==> src/rtl/pong_video_pkg.sv <==
// Shared timing defaults, colour widths and the RGB565 pixel type for the Pong video path.
// Imported by pixel_tick_gen and pong_video_timer.
package pong_video_pkg;

    // 640x480@60 timing (pixels / lines)
    localparam int DEF_H_ACTIVE = 640;
    localparam int DEF_H_FP     = 16;
    localparam int DEF_H_SYNC   = 96;
    localparam int DEF_H_BP     = 48;
    localparam int DEF_V_ACTIVE = 480;
    localparam int DEF_V_FP     = 10;
    localparam int DEF_V_SYNC   = 2;
    localparam int DEF_V_BP     = 33;
    localparam int DEF_CLK_DIV  = 5;

    localparam int COORD_W   = 10;
    localparam int MAX_TOTAL = 1 << COORD_W;

    localparam int RED_W   = 5;
    localparam int GREEN_W = 6;
    localparam int BLUE_W  = 5;

    typedef struct packed {
        logic [RED_W-1:0]   red;
        logic [GREEN_W-1:0] green;
        logic [BLUE_W-1:0]  blue;
    } rgb565_t;

    function automatic int timing_total(input int active, input int fp, input int sync, input int bp);
        return active + fp + sync + bp;
    endfunction

endpackage

==> src/rtl/pixel_tick_gen.sv <==
// Divides the system clock down to a one-cycle pixel enable, CLK_DIV clocks per pixel.
// The divider starts counting in the first clock after reset is released.
module pixel_tick_gen
    import pong_video_pkg::*;
#(
    parameter int CLK_DIV = DEF_CLK_DIV
) (
    input  logic i_clk,
    input  logic i_reset,
    output logic o_pixel_en
);

    if (CLK_DIV < 1 || CLK_DIV > 16) begin : g_bad_div
        $error("pixel_tick_gen: CLK_DIV must be in 1..16");
    end

    localparam logic [3:0] DIV_LAST = 4'(CLK_DIV - 1);

    logic       r_run;
    logic [3:0] r_div;

    // r_run keeps the count at 0 for the first clock out of reset, so the
    // enable lands on count CLK_DIV-1 and is never high while in reset.
    // NOTE: sequential state uses non-blocking assignments so every register samples pre-edge values.
    always_ff @(posedge i_clk) begin
        if (i_reset) begin
            r_run <= 1'b0;
            r_div <= '0;
        end else begin
            r_run <= 1'b1;
            if (r_run) begin
                r_div <= (r_div == DIV_LAST) ? '0 : r_div + 4'd1;
            end
        end
    end

    assign o_pixel_en = r_run && (r_div == DIV_LAST);

endmodule

==> src/rtl/pong_video_timer.sv <==
// Parametrised VGA timing generator for Pong: pixel counters, syncs, blanking and registered colour.
// Optional build macro PONG_VT_FRAME_CNT_EN adds a 16-bit frame counter output (frame_cnt).
module pong_video_timer
    import pong_video_pkg::*;
#(
    parameter int H_ACTIVE = DEF_H_ACTIVE,
    parameter int H_FP     = DEF_H_FP,
    parameter int H_SYNC   = DEF_H_SYNC,
    parameter int H_BP     = DEF_H_BP,
    parameter int V_ACTIVE = DEF_V_ACTIVE,
    parameter int V_FP     = DEF_V_FP,
    parameter int V_SYNC   = DEF_V_SYNC,
    parameter int V_BP     = DEF_V_BP,
    parameter int CLK_DIV  = DEF_CLK_DIV,
    parameter bit SYNC_POL = 1'b0
) (
    input  logic               Clock,
    input  logic               Reset,
    output logic               pixel_en,
    output logic [COORD_W-1:0] xpos,
    output logic [COORD_W-1:0] ypos,
    output logic               active,
    output logic               frame_start,
    output logic               line_start,
    input  logic [RED_W-1:0]   red_in,
    input  logic [GREEN_W-1:0] green_in,
    input  logic [BLUE_W-1:0]  blue_in,
    output logic [RED_W-1:0]   red,
    output logic [GREEN_W-1:0] green,
    output logic [BLUE_W-1:0]  blue,
    output logic               hsync,
    output logic               vsync
`ifdef PONG_VT_FRAME_CNT_EN
    ,output logic [15:0]       frame_cnt
`endif
);

    localparam int H_TOTAL  = timing_total(H_ACTIVE, H_FP, H_SYNC, H_BP);
    localparam int V_TOTAL  = timing_total(V_ACTIVE, V_FP, V_SYNC, V_BP);
    localparam int HS_START = H_ACTIVE + H_FP;
    localparam int HS_END   = HS_START + H_SYNC;
    localparam int VS_START = V_ACTIVE + V_FP;
    localparam int VS_END   = VS_START + V_SYNC;

    localparam logic [COORD_W-1:0] X_LAST = COORD_W'(H_TOTAL - 1);
    localparam logic [COORD_W-1:0] Y_LAST = COORD_W'(V_TOTAL - 1);

    if (H_TOTAL > MAX_TOTAL) begin : g_bad_h_total
        $error("pong_video_timer: H_TOTAL exceeds 1024");
    end
    if (V_TOTAL > MAX_TOTAL) begin : g_bad_v_total
        $error("pong_video_timer: V_TOTAL exceeds 1024");
    end

    logic               w_pixel_en;
    logic               w_active;
    logic               w_hs_zone;
    logic               w_vs_zone;
    logic               w_line_start;
    rgb565_t            w_pix_in;
    logic [COORD_W-1:0] r_x;
    logic [COORD_W-1:0] r_y;
    rgb565_t            r_pix;
    logic               r_hsync;
    logic               r_vsync;

    pixel_tick_gen #(
        .CLK_DIV (CLK_DIV)
    ) u_tick (
        .i_clk      (Clock),
        .i_reset    (Reset),
        .o_pixel_en (w_pixel_en)
    );

    always_ff @(posedge Clock) begin
        if (Reset) begin
            r_x <= '0;
            r_y <= '0;
        end else if (w_pixel_en) begin
            if (r_x == X_LAST) begin
                r_x <= '0;
                r_y <= (r_y == Y_LAST) ? '0 : r_y + COORD_W'(1);
            end else begin
                r_x <= r_x + COORD_W'(1);
            end
        end
    end

    // Stage-0 decode of the pixel currently being requested from the game unit
    assign w_active     = (int'(r_x) < H_ACTIVE) && (int'(r_y) < V_ACTIVE);
    assign w_hs_zone    = (int'(r_x) >= HS_START) && (int'(r_x) < HS_END);
    assign w_vs_zone    = (int'(r_y) >= VS_START) && (int'(r_y) < VS_END);
    assign w_line_start = w_pixel_en && (r_x == '0);
    assign w_pix_in     = '{red: red_in, green: green_in, blue: blue_in};

    // Colour and syncs are captured together from the same stage-0 pixel, so they leave aligned
    always_ff @(posedge Clock) begin
        if (Reset) begin
            r_pix   <= '0;
            r_hsync <= ~SYNC_POL;
            r_vsync <= ~SYNC_POL;
        end else if (w_pixel_en) begin
            r_pix   <= w_active ? w_pix_in : '0;
            r_hsync <= w_hs_zone ? SYNC_POL : ~SYNC_POL;
            r_vsync <= w_vs_zone ? SYNC_POL : ~SYNC_POL;
        end
    end

`ifdef PONG_VT_FRAME_CNT_EN
    logic [15:0] r_frame_cnt;

    always_ff @(posedge Clock) begin
        if (Reset) begin
            r_frame_cnt <= '0;
        end else if (w_line_start && (r_y == '0)) begin
            r_frame_cnt <= r_frame_cnt + 16'd1;
        end
    end

    assign frame_cnt = r_frame_cnt;
`endif

    assign pixel_en    = w_pixel_en;
    assign xpos        = r_x;
    assign ypos        = r_y;
    assign active      = w_active;
    assign line_start  = w_line_start;
    assign frame_start = w_line_start && (r_y == '0);
    assign red         = r_pix.red;
    assign green       = r_pix.green;
    assign blue        = r_pix.blue;
    assign hsync       = r_hsync;
    assign vsync       = r_vsync;

endmodule

==> config.mk <==
export PLATFORM = sky130hd
export DESIGN_NAME = pong_video_timer
export DESIGN_NICKNAME = d
export VERILOG_FILES = /design/src/rtl/pong_video_pkg.sv /design/src/rtl/pixel_tick_gen.sv /design/src/rtl/pong_video_timer.sv
export SDC_FILE = /design/constraint.sdc
export NUM_CORES = 1
export LEC_CHECK = 0
export BUFFER_PORTS_ARGS = -buffer_cell sky130_fd_sc_hd__buf_4
export CORE_ASPECT_RATIO = 0.8
export CORE_MARGIN = 5
export CORE_UTILIZATION = 35
export CTS_BUF_LIST = sky130_fd_sc_hd__clkbuf_4 sky130_fd_sc_hd__clkbuf_8 sky130_fd_sc_hd__clkbuf_16
export DETAILED_ROUTE_END_ITERATION = 12
export MAX_ROUTING_LAYER = met4
export PLACE_DENSITY = 0.61
export SLEW_MARGIN = 0
export SYNTH_ARGS = -nofsm -noshare
export SYNTH_HDL_FRONTEND = slang
export SYNTH_HIERARCHICAL = 1
export SYNTH_SLANG_ARGS = --single-unit
==> constraint.sdc <==
create_clock -name Clock -period 2.28 [get_ports Clock]
set_input_delay 0.456 -clock Clock [delete_from_list [all_inputs] [get_ports Clock]]
set_output_delay 0.456 -clock Clock [all_outputs]
set_load 0.05 [all_outputs]
==> impl_metrics.tcl <==
set metrics [dict create \
    r2r-start "u_tick/r_div[0]" \
    num_vias 1767 \
    cts_tree "yes" \
    cts_max_level 2 \
    remaining_drc_errors 0 \
    reg2reg_slack_ns 0.30 \
    rr_endpoint "green[1]" \
    timing_hold_violations_final 0 \
    wl_per_cell_um 13.2 \
    dpl.hpwl_um 3430 \
    critPathCapture "frame_start" \
    skew_ns 0.00322 \
    grt_max_degree 31 \
    fillers 555 \
    placed_cells 361 \
    first_pass_iters 4 \
    antenna_left 0 \
    powerDensity_nw_per_um2 532 \
    syn_to_final_growth_pct 36.6 \
    path_max_fanout 3 \
    synth_cells 229 \
    gp_congestion 0.803 \
    clock_sinks 43 \
    grtUsageTotal_pct 14.2 \
    yosysSeqAreaShare_pct 43.2 \
    fmax_mhz 444 \
    slew_viol_final 0 \
    diodes 0 \
    fin_cells 372 \
    cp-end-kind "output port" \
    synth_area_sq_um 1990 \
    initial_core_util_pct 36.2 \
    cts.clk_slew.worst_paths_ns 0.08 \
    grt_pass1_wl_um 8070 \
    cts_buffers 5 \
    antenna_found_initial 0 \
    rsz0062_at_grt "true" \
    cap_violations 0 \
    rows 24 \
    routed_wl_um 4910 \
    dieArea_sq_um 7310 \
    p_leak_uw 0.00118 \
    synth_nets 253 \
    fin_nets 317 \
    crit_required_ns 1.82 \
    finalSetupViolCount 0 \
    crit_type "register to output port" \
    ys_warn_count 6 \
    vdd_ir_drop_max_v 0.000230 \
    cts_hold_buf 0 \
    mostFrequentLayoutCells "buf_4, dfxtp_1, nor2_1" \
    max-slew-margin-rel_pct 59.6 \
    grt_overflow 0 \
    coreArea_sq_um 5500 \
    fin_crit_sh_pct 98.7 \
    drive_gt1_share_pct 31.0 \
    clkLatencyLatePin_ns 0.29 \
    finalSetupTns_ns 0 \
    io_pins 60 \
    die_h_um 77.5 \
    cts_root_buffer "clkbuf_8" \
    startpoint_type "register" \
    grt_pass1_vias 1673 \
    via_per_inst 4.75 \
    final_common_cell "buf_4" \
    critPathLaunch "u_tick/r_div[0]" \
    die_w_um 94.3 \
    syn_avg_cell_area_sq_um 8.70 \
    io_buffer_count 59 \
    synth.distinct_cells 38 \
    worstPathArrival_ns 1.79 \
    cts_buffer_depth 2 \
    ys_ff_latch 43 \
    drt-initial-drc-count 71 \
    hp-class "input pin to register" \
    period_minus_slack_ns 2.25 \
    worst_pin_slew_ns 0.605 \
    ff2ff_path_depth 8 \
    outcome "finished clean" \
]
## area by class of cell
type                    instances  area, sq um  area share [%]
multi-input cells             169         1110            40.9
flip-flops and latches         43          866            31.8
repair buffers                 67          507            18.6
well taps                      78         97.6            3.59
clock buffers                   5         68.8            2.53
clock inverters                 3         43.8            1.61
inverters                       7         26.3           0.966
## layer usage
metal / vias up / track usage (%) / part of all wire (%)
met1: 811 / 18.7 / 48
met5: - / - / 0
li1: 912 / - / -
met3: 8 / 3.97 / 5.6
met2: 36 / 21.1 / 45
met4: 0 / 4.76 / 1.3
## power breakdown
part / total [uW] / internal (uW) / leakage, uW / switching [uW]
Clock: 594 / 326 / 0.0000581 / 268
Combinational: 92.0 / 46.6 / 0.000777 / 45.4
Sequential: 761 / 757 / 0.000348 / 4.04
## worst max-delay path, cell delays in order, from the launching register on
cell and delay (ns):
dfxtp_4 0.35, inv_2 0.06, ha_4 0.13, nand2b_4 0.06, nor2_4 0.11, nor4b_4 0.19
and3_4 0.22, nor4bb_4 0.20, buf_6 0.19
## state kept, by name, indices dropped and copies added (netlist names)
signal and cells:
xpos 10, ypos 10, green 6, blue 5, red 5, u_tick/r_div 4, hsync 1, u_tick/r_run 1
vsync 1
## worst min path at each step
stage	from	to	slack, ns	cells past startpoint
after floorplan	u_tick/r_div[3]	u_tick/r_div[3]	0.44	2
after global placement	u_tick/r_div[3]	u_tick/r_div[3]	0.46	2
after detailed placement	u_tick/r_div[3]	u_tick/r_div[3]	0.47	2
after CTS	green_in[3]	green[3]	0.37	3
after global routing	blue_in[4]	blue[4]	0.39	3
final	green_in[4]	green[4]	0.38	3
## stage by stage
step | instance area (sq um) | utilization, % | setup WS (ns) | power (uW) | hold slack [ns]
3_3_place_gp | 2560 | 46.7 | 0.314 | 865 | 0.462
2_1_floorplan | 2050 | - | -0.320 | 829 | 0.439
3_5_place_dp | 2560 | 46.7 | 0.298 | 866 | 0.466
4_1_cts | 2700 | 49.1 | -0.00332 | 1470 | 0.373
5_1_grt | 2720 | 49.5 | -0.0952 | 1500 | 0.388
6_report | 2720 | 49.5 | 0.0297 | 1450 | 0.384
## Yosys cell counts, drive strengths merged
cell / count / area [sq um]
dfxtp: 43 / 861
nor2: 37 / 146
a21oi: 24 / 120
nor2b: 17 / 106
nand2: 11 / 41.3
nand3: 10 / 62.6
xor2: 9 / 78.8
and3: 7 / 43.8
inv: 7 / 26.3
nand4: 7 / 50.1
ha: 6 / 75.1
buf: 5 / 42.5
clkbuf: 5 / 18.8
xnor2: 5 / 43.8
and4: 4 / 35.0
nand2b: 3 / 18.8
nor4b: 3 / 26.3
o21ai: 3 / 15.0
or3: 3 / 18.8
and4b: 2 / 20.0
mux2i: 2 / 20.0
nand3b: 2 / 15.0
nor3: 2 / 10.0
nor4: 2 / 12.5
o21bai: 2 / 15.0
a31oi: 1 / 6.26
and3b: 1 / 8.76
and4bb: 1 / 12.5
nor4bb: 1 / 10.0
o211a: 1 / 10.0
o31ai: 1 / 7.51
or2: 1 / 6.26
or4: 1 / 7.51
## cells by family (layout without fill, tap and decap cells)
family	after synthesis	count (layout)	synth area share, %
and+or+nand+nor	115	115	32.7
DFF	43	43	43.2
AOI/OAI and AO/OA	32	32	8.73
buffers and inverters	17	82	4.40
xor gates and xnor gates	14	14	6.16
adders and majority gates	6	6	3.77
muxes	2	2	1.01
## repair_timing
action | 4_1_cts | 5_1_grt
buffers inserted | 2 | 1
setup endpoints to repair | 1 | 1
gates resized for setup | 2 | 2
pin swaps | 1 | 1
No activity file was read; power rests on OpenSTA's default activity.
